$ cat src/rtl/b_dly_ctrl.sv
// Closed-loop delay-select controller: majority-votes the phase detector and steps the code +/-1.
// Optional manual override port pair guarded by `B_DLY_CTRL_OVRD_EN.
module b_dly_ctrl #(
  parameter int         SETTLE_CYC   = 4,
  parameter int         VOTE_LEN     = 8,
  parameter int         LOCK_TOGGLES = 4,
  parameter logic [7:0] INIT_SEL     = 8'd128
) (
  input  logic       i_clk,
  input  logic       i_rstn,
  input  logic       i_en,
  input  logic       i_cal_start,
  input  logic       i_pd_lead,
`ifdef B_DLY_CTRL_OVRD_EN
  input  logic       i_ovrd_en,
  input  logic [7:0] i_ovrd_sel,
`endif
  output logic [7:0] o_dly_sel,
  output logic       o_busy,
  output logic       o_lock,
  output logic       o_sat
);

  typedef enum logic [1:0] {S_IDLE, S_SETTLE, S_SAMPLE, S_UPDATE} state_t;
  typedef enum logic [1:0] {D_NONE, D_UP, D_DN} dir_t;

  state_t     state_q, state_d;
  dir_t       last_q, last_d, vote;
  logic [6:0] cnt_q, cnt_d, lead_q, lead_d;
  logic [7:0] code_q, code_d;
  logic [3:0] tog_q, tog_d;
  logic       lock_q, lock_d, sat_q, sat_d, rep_q, rep_d;

  always_ff @(posedge i_clk) begin
    if (!i_rstn) begin
      state_q <= S_IDLE;
      last_q  <= D_NONE;
      cnt_q   <= '0;
      lead_q  <= '0;
      code_q  <= INIT_SEL;
      tog_q   <= '0;
      lock_q  <= 1'b0;
      sat_q   <= 1'b0;
      rep_q   <= 1'b0;
    end else begin
      state_q <= state_d;
      last_q  <= last_d;
      cnt_q   <= cnt_d;
      lead_q  <= lead_d;
      code_q  <= code_d;
      tog_q   <= tog_d;
      lock_q  <= lock_d;
      sat_q   <= sat_d;
      rep_q   <= rep_d;
    end
  end

  always_comb begin
    state_d = state_q;
    last_d  = last_q;
    cnt_d   = cnt_q;
    lead_d  = lead_q;
    code_d  = code_q;
    tog_d   = tog_q;
    lock_d  = lock_q;
    sat_d   = sat_q;
    rep_d   = rep_q;

    vote = D_NONE;
    if (lead_q > 7'(VOTE_LEN / 2))      vote = D_UP;
    else if (lead_q < 7'(VOTE_LEN / 2)) vote = D_DN;

    case (state_q)
      S_IDLE: begin
        if (i_en && i_cal_start) begin
          code_d  = INIT_SEL;
          lock_d  = 1'b0;
          tog_d   = '0;
          last_d  = D_NONE;
          rep_d   = 1'b0;
          cnt_d   = '0;
          lead_d  = '0;
          state_d = S_SETTLE;
        end
      end
      S_SETTLE: begin
        if (cnt_q == 7'(SETTLE_CYC - 1)) begin
          cnt_d   = '0;
          state_d = S_SAMPLE;
        end else begin
          cnt_d = cnt_q + 7'd1;
        end
      end
      S_SAMPLE: begin
        lead_d = lead_q + {6'd0, i_pd_lead};
        if (cnt_q == 7'(VOTE_LEN - 1)) begin
          cnt_d   = '0;
          state_d = S_UPDATE;
        end else begin
          cnt_d = cnt_q + 7'd1;
        end
      end
      S_UPDATE: begin
        cnt_d   = '0;
        lead_d  = '0;
        state_d = S_SETTLE;
        if (vote == D_NONE) begin
          sat_d = 1'b0;
        end else begin
          sat_d = (vote == D_UP && code_q == 8'd255) || (vote == D_DN && code_q == 8'd0);
          if (vote == D_UP && code_q != 8'd255) code_d = code_q + 8'd1;
          if (vote == D_DN && code_q != 8'd0)   code_d = code_q - 8'd1;
          // rep tracks a repeat of the previous non-HOLD vote; a second repeat drops lock
          if (last_q == D_NONE) begin
            tog_d = '0;
            rep_d = 1'b0;
          end else if (vote == last_q) begin
            tog_d = '0;
            if (rep_q && lock_q) lock_d = 1'b0;
            rep_d = 1'b1;
          end else begin
            if (tog_q != 4'd15) tog_d = tog_q + 4'd1;
            rep_d = 1'b0;
            if (tog_d == 4'(LOCK_TOGGLES)) lock_d = 1'b1;
          end
          last_d = vote;
        end
      end
      default: state_d = S_IDLE;
    endcase

    // disable aborts the loop but lets an in-flight UPDATE land
    if (!i_en) begin
      state_d = S_IDLE;
      cnt_d   = '0;
      lead_d  = '0;
    end

`ifdef B_DLY_CTRL_OVRD_EN
    if (i_ovrd_en) begin
      state_d = S_IDLE;
      cnt_d   = '0;
      lead_d  = '0;
      lock_d  = 1'b0;
      sat_d   = 1'b0;
      code_d  = i_ovrd_sel;
    end
`endif
  end

  assign o_dly_sel = code_q;
  assign o_busy    = (state_q != S_IDLE);
  assign o_lock    = lock_q;
  assign o_sat     = sat_q;

endmodule

$ cat config.mk
export PLATFORM = sky130hd
export DESIGN_NAME = b_dly_ctrl
export DESIGN_NICKNAME = d
export VERILOG_FILES = /design/src/rtl/b_dly_ctrl.sv
export SDC_FILE = /design/constraint.sdc
export NUM_CORES = 1
export LEC_CHECK = 0
export CAP_MARGIN = 15
export CORE_MARGIN = 10
export CORE_UTILIZATION = 30
export CTS_CLUSTER_DIAMETER = 120
export DETAILED_ROUTE_END_ITERATION = 12
export PLACE_DENSITY_LB_ADDON = 0.1
export SLEW_MARGIN = 20
export SYNTH_ARGS = -nofsm -noshare
export SYNTH_HDL_FRONTEND = slang
export SYNTH_SLANG_ARGS = --single-unit
$ cat constraint.sdc
create_clock -name i_clk -period 6.25 [get_ports i_clk]
set_input_delay 1.875 -clock i_clk [delete_from_list [all_inputs] [get_ports i_clk]]
set_output_delay 1.875 -clock i_clk [all_outputs]
set_load 0.005 [all_outputs]
==> out/results.txt, run 1 <==
Complex-gate fraction of the synthesized area: 0.2107
Hold path cells: 2
Crit path max-delay family: compound AO/OA/AOI/OAI gates
Worst path depth: 6
Synth top area cells: dfxtp_1 (32%), ha_1 (9.0%), a21oi_1 (4.8%)
Final ANT Viol Nets: 0
Vias: 1833
Sw frac: 0.2450
Share of layout cells above drive strength 1: 0.07985
Post-DP Area: 0.002328 mm²
Hold Path Class: reg -> reg
Max IR drop VDD: 0.08749 mV
# clock sinks: 33
CP max stage cell: a31oi_2
Die Ht: 103.5 µm
Synth Instances: 247
Switching pwr: 0.1051 mW
Flop pwr share: 0.494
Simple-Gate Fraction of Synth Area: 0.2645
Syn nets: 268
Post-CTS Setup Bufs: 0
Number of synthesized register bits: 33
Cell taking the most area after synthesis: dfxtp_1
Post-route setup TNS: 0 ns
Inst Count DP: 351
Final wirelength: 5.094 mm
Total grt overflow: 0
H-tree levels: 2
Iteration-0 DRC Markers: 65
Mapped cell area: 0.002091 mm²
RSZ-0062 raised after global routing: no
Most instantiated library cell after synthesis: dfxtp_1
# setup viols final: 0
Final Wtd Congestion: 0.8151
Finished Layout Cells: 359
Area of the core: 0.006794 mm²
Post-synthesis mux area share: 0.004788
CTS Root Cell: clkbuf_8
Unique masters post-synth: 53
Reg2Reg Depth: 9
Final instance area: 0.002430 mm²
DRC errors left: 0
First-pass GRT wire length: 8.500 mm
Worst setup SP type: primary input
Row count: 30
Largest net degree at the start of global routing: 18
Final min period: 3.704 ns
FFs w/ async S/R, synth: 0
CP Capture Type: flip-flop
Hold WS: 0.4731 ns
Vias per std cell: 5.106
Leak pwr: 0.8584 nW
Internal power: 0.3239 mW
Outcome: complete, no violations
Antenna violations before repair: 0
DP HPWL: 3.672 mm
Die W: 103.5 µm
Initial core utilization: 0.3077
Top cells by count, synth: dfxtp_1 (33), nor2_1 (24), a21oi_1 (20), ha_1 (15)
Sequential-to-total area share from yosys stat: 0.3160
Adder-cell share of the synthesized area: 0.09934
CP Class: in -> reg
Max clock buf depth: 2
# hold bufs at CTS: 0
CP cell instances: clkdlybuf4s50_1 > a21bo_2 > o311ai_4 > a31oi_2 > nor4b_4 > nor4_2
Synth top area share: 0.3160
Worst Tran Pin Value: 0.7042 ns
Final hold vios: 0
Antenna cell count: 0
Vias in the first global route: 1777
Die Area: 0.01071 mm²
Layout Nets: 283
I/O pins: 16
Crit-path max FO: 17
Combinational family with the most area after synthesis: simple AND/OR/NAND/NOR gates
Total clock buffers created by CTS: 5
Yosys warning count: 0
Top FF cell, synth: dfxtp_1
GRT Util Overall: 0.09927
Max frequency: 270.0 MHz
Critical path arrival: 3.87 ns
Fin crit share: 0.5927
Clock network fraction of total power: 0.423
Relative slew margins: 0.5291
PD cells: 176.5 mW/mm²
DRT Pass-1 Iters: 4
Logic gate share of total power: 0.083
Clock transition at path regs: 0.07 ns
PortBufs: 15
Post-synth EDFFs: 0
Clock Latency Late Sink: 0.28 ns
Slew Limit Fails: 0
CTS tree: done
Avg WL per Cell: 14.19 µm
Layout area overhead: 16.22%
Final setup skew: 0.005320 ns
Flop2flop setup slack: 3.14 ns
Xor/xnor cell area share of the yosys netlist: 0.05865
CP required: 6.42 ns
Buf/Inv on CP: 1
Delay of the slowest critical-path stage: 0.63 ns
Post-CTS sizing: 0
Avg Cell Area, Syn: 8.465 µm²
Max cap viols: 0
==> per-stage QoR <==
| stage | worst slack, ns | power (mW) | utilization |
|---|---|---|---|
| floorplan | 3.207 | 0.2426 | - |
| global placement | 2.315 | 0.2524 | 0.3427 |
| detailed placement | 2.270 | 0.2524 | 0.3427 |
| CTS | 2.577 | 0.4355 | 0.3576 |
| global route | 2.434 | 0.4501 | 0.3576 |
| finish | 2.546 | 0.4290 | 0.3576 |
==> logic make-up after synthesis <==
| family | after synthesis |
|---|---|
| adder cells (fa/ha/maj) | 16 |
| multiplexers | 1 |
| AND/OR/NAND/NOR | 99 |
| XOR/XNOR | 14 |
| buffers and inverters | 23 |
| flip-flops | 33 |
| AO/OA/AOI/OAI | 61 |
==> final timing paths <==
kind,end,startpoint
max,o_dly_sel[7]$_SDFFE_PN1P_,i_en
min,cnt_q[1]$_SDFFE_PN0P_,cnt_q[1]$_SDFFE_PN0P_
max reg2reg,o_dly_sel[7]$_SDFFE_PN1P_,o_dly_sel[0]$_SDFFE_PN0P_
min reg2reg,cnt_q[1]$_SDFFE_PN0P_,cnt_q[1]$_SDFFE_PN0P_
==> worst min-delay path, cell delays in order (launching register included) <==
cell     delay (ns)
dfxtp_1        0.33
nand2_1        0.06
a21oi_1        0.05
==> cells in the final DEF, fill, tap and decap left out, drive strengths merged, types with 3 or more instances in the layout <==
master | Yosys | routed
nand2b | 7 | 7
or4 | 7 | 7
o31ai | 6 | 6
nand2 | 14 | 14
nand3 | 14 | 14
ha | 15 | 15
nor3 | 6 | 6
o211ai | 3 | 3
inv | 15 | 15
dfxtp | 33 | 33
xor2 | 6 | 6
a211oi | 3 | 3
xnor2 | 8 | 8
a21oi | 20 | 20
clkbuf | 5 | 7
nor4 | 6 | 6
nand4 | 7 | 7
o21ai | 11 | 11
nor2 | 24 | 24
clkdlybuf4s50 | 0 | 15
and3 | 3 | 3
==> state kept, by name (all words and copies together) (netlist names) <==
signal,count
rep_q,1
o_sat,1
cnt_q,7
o_dly_sel,8
last_q,2
lead_q,7
state_q,2
tog_q,4
o_lock,1
==> layout make-up <==
type / count / area (µm²)
tap: 96 / 120.1
inverter: 15 / 56.30
fill: 714 / 4364
multi-input combinational: 191 / 1334
sequential: 33 / 660.6
timing repair buffer: 16 / 157.7
clock inverter: 1 / 5.005
clock buffer: 7 / 96.34
==> layer usage <==
| layer | vias to the layer above | GRT usage | wire length, µm |
|---|---|---|---|
| met3 | 4 | 0.02591 | 139 |
| met1 | 873 | 0.1267 | 2610 |
| li1 | 937 | - | - |
| met4 | 0 | 0.02888 | 45 |
| met2 | 19 | 0.1603 | 2299 |
| met5 | - | 0 | 0 |
==> power groups by stage <==
stage	Sequential (mW)	Combinational, mW	Clock (mW)
CTS	0.212	0.0359	0.188
finish	0.212	0.0356	0.182
detailed placement	0.217	0.0357	0
floorplan	0.216	0.0262	0
global placement	0.217	0.0358	0
global route	0.212	0.0394	0.199
Note: power is estimated with default switching activity, not from simulation.
==> run 2, diff against run 1 <==
clock period = 3.35 ns   (was 6.25 ns; I/O delays follow)
==> run 2 against run 1 <==
  * Global-route usage is 0.051 points higher
  * Register-to-register slack worse by 2.7 ns
  * Cell count up 1.9%
  * Sequential cell count stayed put
  * Power increased by 79%
  * Clock-buffer cell count down 1
  * Critical endpoint unchanged
  * Largest power group unchanged
  * Highest routed layer unchanged
==> out/results.txt, run 2 (same netlist as run 1, synthesis figures left out) <==
Hold WS: 0.4746 ns (was 0.4731 ns)
DP HPWL: 3.738 mm (was 3.672 mm)
Die Ht: 103.5 µm (unchanged)
PD cells: 312.1 mW/mm² (was 176.5 mW/mm²)
Clock Latency Late Sink: 0.29 ns (was 0.28 ns)
Clock transition at path regs: 0.07 ns (about the same)
I/O pins: 16 (unchanged)
Antenna violations before repair: 0 (unchanged)
Total clock buffers created by CTS: 5 (unchanged)
Avg WL per Cell: 13.78 µm (was 14.19 µm)
First-pass GRT wire length: 8.445 mm (was 8.500 mm)
Setup slack after layout: 0.3917 ns (was 2.546 ns)
Final hold vios: 0 (unchanged)
Largest net degree at the start of global routing: 18 (unchanged)
Total Power: 0.7689 mW (was 0.4290 mW)
Final ANT Viol Nets: 0 (unchanged)
Reg2Reg Depth: 9 (unchanged)
Outcome: complete, no violations (unchanged)
Clock network fraction of total power: 0.394 (was 0.423)
Max clock buf depth: 2 (unchanged)
CP required: 3.52 ns (was 6.42 ns)
CP Capture Type: flip-flop (unchanged)
Final wirelength: 5.044 mm (was 5.094 mm)
Critical path arrival: 3.13 ns (was 3.87 ns)
Initial core utilization: 0.3077 (unchanged)
Antenna cell count: 0 (unchanged)
Max frequency: 338.0 MHz
Worst Tran Pin Value: 0.5828 ns (was 0.7042 ns)
RR Startpoint: o_dly_sel[0]$_SDFFE_PN0P_ (unchanged)
RSZ-0062 raised after global routing: no (unchanged)
Layout area overhead: 17.83% (was 16.22%)
Fillers: 741 (was 714)
Worst hold path startpoint: cnt_q[1]$_SDFFE_PN0P_ (unchanged)
Final min period: 2.958 ns
# clock sinks: 33 (unchanged)
CTS tree: done (unchanged)
Vias in the first global route: 1705 (was 1777)
CP Class: reg -> reg (was in -> reg)
Post-CTS Setup Bufs: 0 (unchanged)
Iteration-0 DRC Markers: 35 (was 65)
Share of layout cells above drive strength 1: 0.1000 (was 0.07985)
Max cap viols: 0 (unchanged)
Vias: 1825 (was 1833)
Final setup skew: 0.003708 ns (was 0.005320 ns)
End of the worst register-to-register path: o_dly_sel[7]$_SDFFE_PN1P_ (unchanged)
Pre-CTS WS: 0.3880 ns (was 2.270 ns)
# setup viols final: 0 (unchanged)
Die Area: 0.01071 mm² (unchanged)
DRC errors left: 0 (unchanged)
Internal power: 0.5655 mW (was 0.3239 mW)
Hold path cells: 2 (unchanged)
Layout Nets: 290 (was 283)
Post-route setup TNS: 0 ns (unchanged)
Slew Limit Fails: 0 (unchanged)
Hold Path Class: reg -> reg (unchanged)
GRT Util Overall: 0.09978 (was 0.09927)
PortBufs: 15 (unchanged)
Final Wtd Congestion: 0.7648 (was 0.8151)
Relative slew margins: 0.6105 (was 0.5291)
Die W: 103.5 µm (unchanged)
Commonest non-fill, non-tap cells in the layout: dfxtp_1 (33), nor2_1 (24), a21oi_1 (20) (unchanged)
Crit-path max FO: 10 (was 17)
Sw frac: 0.2645 (was 0.2450)
Largest register FFs: 8 (unchanged)
Fin crit share: 0.8831
Switching pwr: 0.2034 mW (was 0.1051 mW)
Post-CTS sizing: 0 (unchanged)
Flop2flop setup slack: 0.39 ns (was 3.14 ns)
Leak pwr: 0.8843 nW (was 0.8584 nW)
Min-Delay Endpoint: cnt_q[1]$_SDFFE_PN0P_ (unchanged)
CTS Root Cell: clkbuf_8 (unchanged)
Area of the core: 0.006794 mm² (unchanged)
Row count: 30 (unchanged)
Vias per std cell: 4.986 (was 5.106)
Worst setup SP type: flip-flop (was primary input)
Total grt overflow: 0 (unchanged)
Flop pwr share: 0.514 (was 0.494)
DRT Pass-1 Iters: 4 (unchanged)
Max IR drop VDD: 0.1323 mV (was 0.08749 mV)
Finished Layout Cells: 366 (was 359)
Commonest non-fill, non-tap cell in the layout: dfxtp_1 (unchanged)
# hold bufs at CTS: 0 (unchanged)
H-tree levels: 2 (unchanged)
Logic gate share of total power: 0.092 (was 0.083)
Inst Count DP: 358 (was 351)
## run 2: critical path, stage by stage, from the launching register on
cell and delay (ns):
dfxtp_1 0.38, or4_1 0.55, o211ai_2 0.28, inv_2 0.17
ha_1 0.30, a21oi_1 0.19, o211ai_1 0.17, o41ai_2 0.46
mux2i_1 0.29, nor4_2 0.05
## run 2: per-layer routing
layer | up-vias | part of all wire | track usage
met4 | 0 | 0.011 | 0.02888
met5 | - | 0 | 0
met2 | 20 | 0.46 | 0.1589
met1 | 846 | 0.50 | 0.1306
met3 | 6 | 0.035 | 0.02392
li1 | 953 | - | -
## run 2: worst max path at each step
stage / from / end / cells past startpoint
floorplan: o_dly_sel[0]$_SDFFE_PN0P_ / o_dly_sel[7]$_SDFFE_PN1P_ / 9
global placement: o_dly_sel[0]$_SDFFE_PN0P_ / o_dly_sel[7]$_SDFFE_PN1P_ / 9
detailed placement: o_dly_sel[0]$_SDFFE_PN0P_ / o_dly_sel[7]$_SDFFE_PN1P_ / 9
CTS: o_dly_sel[0]$_SDFFE_PN0P_ / o_dly_sel[7]$_SDFFE_PN1P_ / 9
global route: o_dly_sel[0]$_SDFFE_PN0P_ / o_dly_sel[7]$_SDFFE_PN1P_ / 9
finish: o_dly_sel[0]$_SDFFE_PN0P_ / o_dly_sel[7]$_SDFFE_PN1P_ / 9
## run 2: through the flow
stage / instance area [µm²] / utilization
3_5_place_dp: 2381 / 0.3505
3_3_place_gp: 2381 / 0.3505
2_1_floorplan: 2091 / -
5_1_grt: 2464 / 0.3626
6_report: 2464 / 0.3626
4_1_cts: 2464 / 0.3626
## run 2: area by class of cell
cell class                 instances  area (µm²)  area share
timing repair buffer              23       210.2     0.08532
inverter                          15       56.30     0.02285
multi-input combinational        191        1334      0.5414
clock inverter                     2       10.01    0.004063
tap                               96       120.1     0.04876
clock buffer                       6       72.57     0.02946
sequential                        33       660.6      0.2682
## run 2: power groups by stage
stage | Sequential [mW] | Clock, mW | Combinational [mW]
floorplan | 0.404 | 0 | 0.0488
detailed placement | 0.404 | 0 | 0.0719
global route | 0.395 | 0.329 | 0.0789
finish | 0.395 | 0.303 | 0.0707
CTS | 0.395 | 0.315 | 0.0720
global placement | 0.404 | 0 | 0.0724
==> run 3, diff against run 2 <==
CAP_MARGIN = 20   (was 15)
PLACE_DENSITY_LB_ADDON = 0.25   (was 0.1)
==> run 3 against run 2 <==
  * Wire length down 5.8%
  * Critical path type unchanged
  * Global-route usage fell by 0.45 points
  * Combinational power up 0.8%
  * Via count increased by 1.3%
==> out/results.txt, run 3 (same netlist as run 1, synthesis figures left out) <==
Relative slew margins: 0.6549 (was 0.6105)
Max IR drop VDD: 0.1476 mV (was 0.1323 mV)
Outcome: complete, no violations (unchanged)
Hold Path Class: reg -> reg (unchanged)
Worst path depth: 9 (unchanged)
# clock sinks: 33 (unchanged)
Slew Limit Fails: 0 (unchanged)
Reg2Reg Depth: 9 (unchanged)
CP required: 3.53 ns (was 3.52 ns)
# hold bufs at CTS: 0 (unchanged)
Die W: 103.5 µm (unchanged)
Largest register FFs: 8 (unchanged)
GRT Util Overall: 0.09530 (was 0.09978)
CP Capture Type: flip-flop (unchanged)
I/O pins: 16 (unchanged)
Max frequency: 342.4 MHz (was 338.0 MHz)
Fin crit share: 0.8717 (was 0.8831)
Hold WS: 0.4742 ns (was 0.4746 ns)
CP cell instances: or4_1 > o211ai_2 > inv_2 > ha_1 > a21oi_1 > o211ai_1 > o41ai_2 > mux2i_1 > nor4_2 (unchanged)
Total clock buffers created by CTS: 5 (unchanged)
Worst Tran Pin Value: 0.5120 ns (was 0.5828 ns)
Layout area overhead: 18.01% (was 17.83%)
Min-Delay Endpoint: cnt_q[1]$_SDFFE_PN0P_ (unchanged)
Multi-input logic area: 0.001334 mm² (unchanged)
DP HPWL: 3.541 mm (was 3.738 mm)
Share of layout cells above drive strength 1: 0.09701 (was 0.1000)
Crit path max-delay family: compound AO/OA/AOI/OAI gates (unchanged)
RR Startpoint: o_dly_sel[0]$_SDFFE_PN0P_ (unchanged)
DRT Pass-1 Iters: 4 (unchanged)
Flop2flop setup slack: 0.43 ns (was 0.39 ns)
CP Class: reg -> reg (unchanged)
Clock Latency Late Sink: 0.29 ns (about the same)
Initial core utilization: 0.3077 (unchanged)
Max clock buf depth: 2 (unchanged)
Critical path arrival: 3.10 ns (was 3.13 ns)
Final Util: 0.3632 (was 0.3626)
Commonest non-fill, non-tap cell in the layout: dfxtp_1 (unchanged)
End of the worst register-to-register path: o_dly_sel[7]$_SDFFE_PN1P_ (unchanged)
First-pass GRT wire length: 8.300 mm (was 8.445 mm)
Area of the core: 0.006794 mm² (unchanged)
Max cap viols: 0 (unchanged)
Vias: 1849 (was 1825)
Die Area: 0.01071 mm² (unchanged)
Worst setup SP type: flip-flop (unchanged)
Total Power: 0.7982 mW (was 0.7689 mW)
Final ANT Viol Nets: 0 (unchanged)
H-tree levels: 2 (unchanged)
Vias per std cell: 5.080 (was 4.986)
Final min period: 2.920 ns (was 2.958 ns)
Final hold vios: 0 (unchanged)
Row count: 30 (unchanged)
Fillers: 671 (was 741)
PD cells: 323.5 mW/mm² (was 312.1 mW/mm²)
CP max stage cell: or4_1 (unchanged)
RSZ-0062 raised after global routing: no (unchanged)
Vias in the first global route: 1715 (was 1705)
CTS tree: done (unchanged)
Post-CTS Setup Bufs: 0 (unchanged)
Buf/Inv on CP: 1 (unchanged)
Crit-path max FO: 10 (unchanged)
Antenna cell count: 0 (unchanged)
Hold path cells: 2 (unchanged)
PortBufs: 15 (unchanged)
Clock transition at path regs: 0.07 ns (about the same)
Largest net degree at the start of global routing: 16 (was 18)
Final Wtd Congestion: 0.7699 (was 0.7648)
Final setup skew: 0.007683 ns (was 0.003708 ns)
Antenna violations before repair: 0 (unchanged)
Commonest non-fill, non-tap cells in the layout: dfxtp_1 (33), nor2_1 (24), a21oi_1 (20) (unchanged)
Final wirelength: 4.753 mm (was 5.044 mm)
Post-CTS sizing: 0 (unchanged)
Delay of the slowest critical-path stage: 0.54 ns (was 0.55 ns)
Die Ht: 103.5 µm (unchanged)
Avg WL per Cell: 13.06 µm (was 13.78 µm)
Worst hold path startpoint: cnt_q[1]$_SDFFE_PN0P_ (unchanged)
DRC errors left: 0 (unchanged)
CTS Root Cell: clkbuf_8 (unchanged)
Layout Nets: 288 (was 290)
Leak pwr: 0.8824 nW (was 0.8843 nW)
Storage cell area: 660.6 µm² (unchanged)
# setup viols final: 0 (unchanged)
Total grt overflow: 0 (unchanged)
Iteration-0 DRC Markers: 123 (was 35)
Post-route setup TNS: 0 ns (unchanged)
run 3: changes by cell type in the layout (fill, tap and decap cells not counted):
cell and change:
clkbuf_8 +2, clkinv_2 -1, clkbuf_1 -1, buf_4 -2
run 3: per-stage QoR:
step                      instance area (µm²)  std cells  setup WS [ns]
after floorplan                          2091        247         0.6608
after global placement                   2366        356         0.4929
final                                    2467        364         0.4298
after detailed placement                 2366        356         0.4145
after CTS                                2467        364         0.4287
after global routing                     2467        364         0.2081
run 3: metal layers:
| metal | wire length [µm] | track usage | vias up | share of wire |
|---|---|---|---|---|
| met2 | 2155 | 0.1418 | 24 | 0.45 |
| met4 | 30 | 0.02246 | 0 | 0.0063 |
| met1 | 2320 | 0.1303 | 873 | 0.49 |
| li1 | - | - | 948 | - |
| met5 | 0 | 0 | - | 0 |
| met3 | 247 | 0.02990 | 4 | 0.052 |
run 3: worst max-delay path by stage:
| stage | start | to | slack, ns |
|---|---|---|---|
| final | o_dly_sel[0]$_SDFFE_PN0P_ | o_dly_sel[7]$_SDFFE_PN1P_ | 0.43 |
| after global routing | o_dly_sel[0]$_SDFFE_PN0P_ | o_dly_sel[7]$_SDFFE_PN1P_ | 0.21 |
| after CTS | o_dly_sel[0]$_SDFFE_PN0P_ | o_dly_sel[7]$_SDFFE_PN1P_ | 0.43 |
| after floorplan | o_dly_sel[0]$_SDFFE_PN0P_ | o_dly_sel[7]$_SDFFE_PN1P_ | 0.66 |
| after global placement | i_en | o_dly_sel[7]$_SDFFE_PN1P_ | 0.49 |
| after detailed placement | o_dly_sel[0]$_SDFFE_PN0P_ | o_dly_sel[7]$_SDFFE_PN1P_ | 0.41 |
run 3: area by class of cell:
type / instances / share of cell area
flip-flops and latches: 33 / 0.2677
well taps: 96 / 0.04868
clock inverters: 1 / 0.002028
multi-input cells: 191 / 0.5406
repair buffers: 21 / 0.07911
clock buffers: 7 / 0.03905
inverters: 15 / 0.02282
run 3: power by group:
group / total [mW] / internal [mW] / switching [mW]
logic: 0.0713 / 0.0287 / 0.0426
registers: 0.395 / 0.394 / 0.00162
clock network: 0.332 / 0.186 / 0.146
total: 0.798 / 0.608 / 0.190
run 3: tightest hold or removal path: cells and delay by family (launching register included):
kind | cells | cell delay, ns
simple gates | 1 | 0.06
flops | 1 | 0.33
compound gates | 1 | 0.05
